`src/rtl/sonar_sequenciador_if.sv`:
```
// rtl/sonar_sequenciador_if.sv - handshake bundle between the sweep sequencer and the sonar datapath
interface sonar_sequenciador_if;
    logic       ligar;
    logic       sensor_pronto;
    logic       serial_pronto;
    logic       medir;
    logic       transmitir;
    logic [2:0] sel_char;
    logic [2:0] posicao;
    logic       erro_medida;
    logic       fim_posicao;
    logic [3:0] db_estado;

    modport master (
        output ligar, sensor_pronto, serial_pronto,
        input  medir, transmitir, sel_char, posicao, erro_medida, fim_posicao, db_estado
    );

    modport slave (
        input  ligar, sensor_pronto, serial_pronto,
        output medir, transmitir, sel_char, posicao, erro_medida, fim_posicao, db_estado
    );
endinterface

```
`src/rtl/sonar_sequenciador.sv`:
```
// rtl/sonar_sequenciador.sv - sonar sweep sequencer: settle, measure with timeout, send frame, step servo
module sonar_sequenciador #(
    parameter int N_POS          = 8,
    parameter int SETTLE_CYCLES  = 100000000,
    parameter int TIMEOUT_CYCLES = 1500000,
    parameter int N_CHARS        = 8
) (
    input  logic               clock,
    input  logic               reset,
    sonar_sequenciador_if.slave bus
);
    typedef enum logic [3:0] {
        INICIAL     = 4'd0,
        PREPARA     = 4'd1,
        ESPERA      = 4'd2,
        MEDE        = 4'd3,
        AGUARDA_MED = 4'd4,
        TRANSMITE   = 4'd5,
        AGUARDA_TX  = 4'd6,
        AVANCA      = 4'd7
    } state_t;

    localparam int SW = (SETTLE_CYCLES > 1) ? $clog2(SETTLE_CYCLES) : 1;
    localparam int TW = (TIMEOUT_CYCLES > 1) ? $clog2(TIMEOUT_CYCLES) : 1;
    localparam logic [SW-1:0] SETTLE_LAST = SW'(SETTLE_CYCLES - 1);
    localparam logic [TW-1:0] TOUT_LAST   = TW'(TIMEOUT_CYCLES - 1);
    localparam logic [2:0]    CHAR_LAST   = 3'(N_CHARS - 1);
    localparam logic [2:0]    POS_LAST    = 3'(N_POS - 1);
    localparam logic [2:0]    POS_PENULT  = 3'(N_POS - 2);

    state_t         state, state_next;
    logic [SW-1:0]  settle_cnt;
    logic [TW-1:0]  tout_cnt;
    logic [2:0]     sel_char_r;
    logic [2:0]     pos_r;
    logic           dir_up;
    logic           erro_r;

    always_ff @(posedge clock or negedge reset) begin
        if (!reset) state <= INICIAL;
        else        state <= state_next;
    end

    always_comb begin
        state_next = state;
        case (state)
            INICIAL:     if (bus.ligar) state_next = PREPARA;
            PREPARA:     state_next = ESPERA;
            ESPERA:      if (settle_cnt == SETTLE_LAST) state_next = MEDE;
            MEDE:        state_next = AGUARDA_MED;
            AGUARDA_MED: if (bus.sensor_pronto || tout_cnt == TOUT_LAST) state_next = TRANSMITE;
            TRANSMITE:   state_next = AGUARDA_TX;
            AGUARDA_TX:  if (bus.serial_pronto)
                             state_next = (sel_char_r == CHAR_LAST) ? AVANCA : TRANSMITE;
            AVANCA:      state_next = bus.ligar ? PREPARA : INICIAL;
            default:     state_next = INICIAL;
        endcase
    end

    always_comb begin
        bus.medir       = (state == MEDE);
        bus.transmitir  = (state == TRANSMITE);
        bus.fim_posicao = (state == AVANCA);
        bus.db_estado   = state;
        bus.sel_char    = sel_char_r;
        bus.posicao     = pos_r;
        bus.erro_medida = erro_r;
    end

    // Counters stop at their terminal value; the state always leaves on that same cycle.
    always_ff @(posedge clock or negedge reset) begin
        if (!reset) begin
            settle_cnt <= '0;
            tout_cnt   <= '0;
            sel_char_r <= 3'd0;
            pos_r      <= 3'd0;
            dir_up     <= 1'b1;
            erro_r     <= 1'b0;
        end else begin
            case (state)
                PREPARA: begin
                    settle_cnt <= '0;
                    tout_cnt   <= '0;
                    sel_char_r <= 3'd0;
                end
                ESPERA:
                    if (settle_cnt != SETTLE_LAST) settle_cnt <= settle_cnt + 1'b1;
                MEDE:
                    erro_r <= 1'b0;
                AGUARDA_MED: begin
                    if (tout_cnt != TOUT_LAST) tout_cnt <= tout_cnt + 1'b1;
                    if (!bus.sensor_pronto && tout_cnt == TOUT_LAST) erro_r <= 1'b1;
                end
                AGUARDA_TX:
                    if (bus.serial_pronto && sel_char_r != CHAR_LAST) sel_char_r <= sel_char_r + 3'd1;
                AVANCA: begin
                    // Ping-pong sweep: bounce off either end without repeating the end position.
                    if (dir_up) begin
                        if (pos_r == POS_LAST) begin
                            dir_up <= 1'b0;
                            pos_r  <= POS_PENULT;
                        end else begin
                            pos_r  <= pos_r + 3'd1;
                        end
                    end else begin
                        if (pos_r == 3'd0) begin
                            dir_up <= 1'b1;
                            pos_r  <= 3'd1;
                        end else begin
                            pos_r  <= pos_r - 3'd1;
                        end
                    end
                end
                default: ;
            endcase
        end
    end
endmodule

```
`src/flat_wrapper.sv`:
```
// flat-port wrapper written by rule: the top's interface ports become plain ports
module sonar_sequenciador_flat 
#(
    parameter int N_POS          = 8,
    parameter int SETTLE_CYCLES  = 100000000,
    parameter int TIMEOUT_CYCLES = 1500000,
    parameter int N_CHARS        = 8
)
  (clock, reset, bus_ligar, bus_sensor_pronto, bus_serial_pronto, bus_medir, bus_transmitir, bus_sel_char, bus_posicao, bus_erro_medida, bus_fim_posicao, bus_db_estado);
  sonar_sequenciador_if bus_i ();
  input  logic clock;
  input  logic reset;
  input wire logic [$bits(bus_i.ligar)-1:0] bus_ligar;
  input wire logic [$bits(bus_i.sensor_pronto)-1:0] bus_sensor_pronto;
  input wire logic [$bits(bus_i.serial_pronto)-1:0] bus_serial_pronto;
  output wire logic [$bits(bus_i.medir)-1:0] bus_medir;
  output wire logic [$bits(bus_i.transmitir)-1:0] bus_transmitir;
  output wire logic [$bits(bus_i.sel_char)-1:0] bus_sel_char;
  output wire logic [$bits(bus_i.posicao)-1:0] bus_posicao;
  output wire logic [$bits(bus_i.erro_medida)-1:0] bus_erro_medida;
  output wire logic [$bits(bus_i.fim_posicao)-1:0] bus_fim_posicao;
  output wire logic [$bits(bus_i.db_estado)-1:0] bus_db_estado;
  assign bus_i.ligar = bus_ligar;
  assign bus_i.sensor_pronto = bus_sensor_pronto;
  assign bus_i.serial_pronto = bus_serial_pronto;
  assign bus_medir = bus_i.medir;
  assign bus_transmitir = bus_i.transmitir;
  assign bus_sel_char = bus_i.sel_char;
  assign bus_posicao = bus_i.posicao;
  assign bus_erro_medida = bus_i.erro_medida;
  assign bus_fim_posicao = bus_i.fim_posicao;
  assign bus_db_estado = bus_i.db_estado;
  sonar_sequenciador #(.N_POS(N_POS), .SETTLE_CYCLES(SETTLE_CYCLES), .TIMEOUT_CYCLES(TIMEOUT_CYCLES), .N_CHARS(N_CHARS)) u_core (.clock(clock), .reset(reset), .bus(bus_i));
endmodule
```
`config.mk`:
```
export PLATFORM = sky130hd
export DESIGN_NAME = sonar_sequenciador_flat
export DESIGN_NICKNAME = d
export VERILOG_FILES = /design/src/rtl/sonar_sequenciador_if.sv /design/src/rtl/sonar_sequenciador.sv /design/src/flat_wrapper.sv
export SDC_FILE = /design/constraint.sdc
export NUM_CORES = 1
export LEC_CHECK = 0
export ABC_CLOCK_PERIOD_IN_PS = 5200
export BUFFER_PORTS_ARGS = -buffer_cell sky130_fd_sc_hd__buf_2
export CAP_MARGIN = 30
export CORE_UTILIZATION = 61
export DETAILED_ROUTE_END_ITERATION = 8
export PLACE_DENSITY = 0.8
export SLEW_MARGIN = 0
export SYNTH_ARGS = -nofsm -noshare
export SYNTH_HDL_FRONTEND = slang
export SYNTH_SLANG_ARGS = --single-unit
```
`constraint.sdc`:
```
create_clock -name clock -period 5.2 [get_ports clock]
set_input_delay 0.26 -clock clock [delete_from_list [all_inputs] [get_ports clock]]
set_output_delay 0.26 -clock clock [all_outputs]
set_load 0.03 [all_outputs]
```
==> metrics.csv <==
metric,value,unit
period_needed,2.34,ns
fp.dieW,75.6,µm
coreArea,0.00517,mm²
drtPass1Iterations,4,
relSlewSlack,29.1,%
outcome,"complete, no violations",
clkSinkCount,59,
avgViaCountPerCell,6.04,
setup_violations,0,
cp.required,5.43,ns
post-cts-setup-buffer-count,0,
yosysWarnings,0,
area_growth_syn_to_layout,8.30,%
synth_edf_count,0,
nNetsFinal,373,
vias,2627,
synth_largest_area_cell,dfrtp_1,
place_hpwl,4290,µm
io_pins,19,
grt_pass1_vias,2290,
critPathKind,register to register,
route.detailed.drc,0,
worstPathArrival,2.57,ns
place_area,0.00338,mm²
syn_nets,357,
drv_cap,0,
wire_per_inst,15.3,µm
grt_util_all_layers,24.6,%
clk_path_buf_depth,2,
netlist_area,0.00330,mm²
cts_resized,0,
finClkSkew,0.00940,ns
path_clk_slew,0.06,ns
setup_ws,2.86,ns
wl,6660,µm
final_cell_area,0.00357,mm²
yosys-top-cells-area,"dfrtp_1 (44%), nor2_1 (3.8%), nand3_1 (3.6%)",
clk_latency,0.34,ns
grt_pass1_wl,10400,µm
p_per_area,415,mW/mm²
gp_congestion,0.776,
cts_made_buffers,9,
cts_tree,done,
grt_max_degree,60,
drive_gt1_share,14.2,%
synthCells,344,
rsz0062_at_grt,no,
cts.htree.levels,3,
hold_path_class,input pin to async pin,
synthDistinctLibCells,56,
synth_top_area_share,44.0,%
crit_path_end_kind,register,
regToRegStartpoint,u_core.tout_cnt[5],
period_share,45.1,%
portBuffers,17,
ctsRootBufferMaster,clkbuf_8,
path_max_fanout,11,
avgSynthCellArea,9.59,µm²
timing.critical_path.from,u_core.tout_cnt[5],
die_h,75.6,µm
total_power,1.48,mW
async_flop_share,100,%
report.final.hold_viol_count,0,
initial_core_util,63.8,%
seq_area_frac_synth,44.8,%
hold_buffers,0,
crit_path_start_kind,register,
die-area,0.00571,mm²
power_leakage,1.56,nW
pre_cts_ws,2.90,ns
utilization,69.1,%
synth-main-ff-cell,dfrtp_1,
antenna_cells,0,
antenna_left,0,
vdd_ir_drop_max,434,µV
rows,26,
fmax,427,MHz
setup_tns,0,ns
ys_seq_elements,59,
tightest_slew,1.05,ns
maxSlewViolCount,0,
antenna_found_initial,0,
drt_iter0_drc,218,
grt_overflow_total,0,
## worst max-delay path, cell delays in order, from the launching register on
cell       delay, ns
dfrtp_1         0.42
nand4bb_1       0.20
or3_1           0.35
nor3_1          0.87
nor3b_1         0.14
a31o_2          0.26
## worst paths after layout
kind / endpoint / slack [ns] / cells after the start
setup / recovery: u_core.tout_cnt[1] / 2.86 / 5
hold / removal: u_core.settle_cnt[25] / 0.05 / 2
setup reg to reg: u_core.tout_cnt[1] / 2.86 / 5
hold reg to reg: u_core.bus.erro_medida / 0.52 / 2
max in group asynchronous: u_core.tout_cnt[4] / 4.63 / 2
min in group clock: u_core.bus.erro_medida / 0.20 / 4
## where the power goes
| part | total, mW | switching, mW | internal [mW] |
|---|---|---|---|
| Combinational | 0.439 | 0.289 | 0.150 |
| Clock | 0.414 | 0.167 | 0.247 |
| Sequential | 0.632 | 0.105 | 0.526 |
| Total | 1.48 | 0.561 | 0.923 |
## cells in the final DEF, fill, tap and decap left out, types with 11 or more instances in the layout
| cell type | instances |
|---|---|
| a21oi_1 | 16 |
| buf_2 | 17 |
| clkbuf_8 | 11 |
| dfrtp_1 | 58 |
| inv_1 | 13 |
| nand2_1 | 29 |
| nand3_1 | 24 |
| nand4_1 | 12 |
| nor2_1 | 32 |
| o21ai_0 | 16 |
| o31ai_1 | 11 |
| xnor2_1 | 11 |
| xor2_1 | 12 |
## metrics by stage
step / std cells / hold slack (ns)
floorplan: 344 / -0.0356
finish: 435 / 0.0487
global route: 435 / 0.144
detailed placement: 419 / 0.456
CTS: 435 / 0.0797
global placement: 419 / 0.461
## cells by family after synthesis
family          synth area share [%]
other cells                    0.114
flops                           44.8
compound gates                  11.8
fa+ha+maj                       3.03
simple gates                    28.1
buf+inv                         5.16
xor+xnor                        6.10
mux                            0.910
## flip-flops by register name, summed over array words and instances, names as in the netlist
name,cells
u_core.tout_cnt,21
u_core.dir_up,1
u_core.settle_cnt,27
u_core.bus.erro_medida,1
u_core.bus.db_estado,3
u_core.bus.sel_char,3
u_core.bus.posicao,3
## routing by layer
layer	vias up	global-route usage, %	part of all wire [%]
li1	1275	-	-
met1	1301	31.8	46
met2	40	39.1	49
met3	11	7.28	2.9
met4	0	10.1	1.5
met5	-	0	0
## cell usage after synthesis (2+ instances only)
| master | n |
|---|---|
| o211ai_1 | 10 |
| dfrtp_1 | 58 |
| xor2_1 | 12 |
| nor4_2 | 2 |
| xnor2_1 | 11 |
| buf_2 | 2 |
| nand3_1 | 24 |
| nor2_4 | 2 |
| or3_1 | 9 |
| nor3_2 | 2 |
| ha_1 | 8 |
| nand4_1 | 12 |
| buf_4 | 2 |
| or4_1 | 5 |
| o21ai_0 | 16 |
| nand4_2 | 2 |
| nor3b_1 | 2 |
| nand2b_1 | 4 |
| or4_2 | 2 |
| nor3_1 | 10 |
| a21oi_1 | 16 |
| nor2_1 | 33 |
| and2_1 | 2 |
| nand2_1 | 29 |
| buf_12 | 2 |
| o31ai_1 | 11 |
| o21ai_1 | 2 |
| buf_6 | 3 |
| inv_1 | 13 |
| nor4_1 | 2 |
| and3_1 | 5 |
| mux2i_1 | 3 |
| clkbuf_1 | 5 |
## cell type report
type                       instances  area, µm²
inverter                          13       48.8
clock inverter                     2       35.0
clock buffer                      14        163
multi-input combinational        257       1660
fill                             385       1600
timing repair buffer              20        108
sequential                        59       1480
tap                               70       87.6
Power figures use the tool's default switching activity.
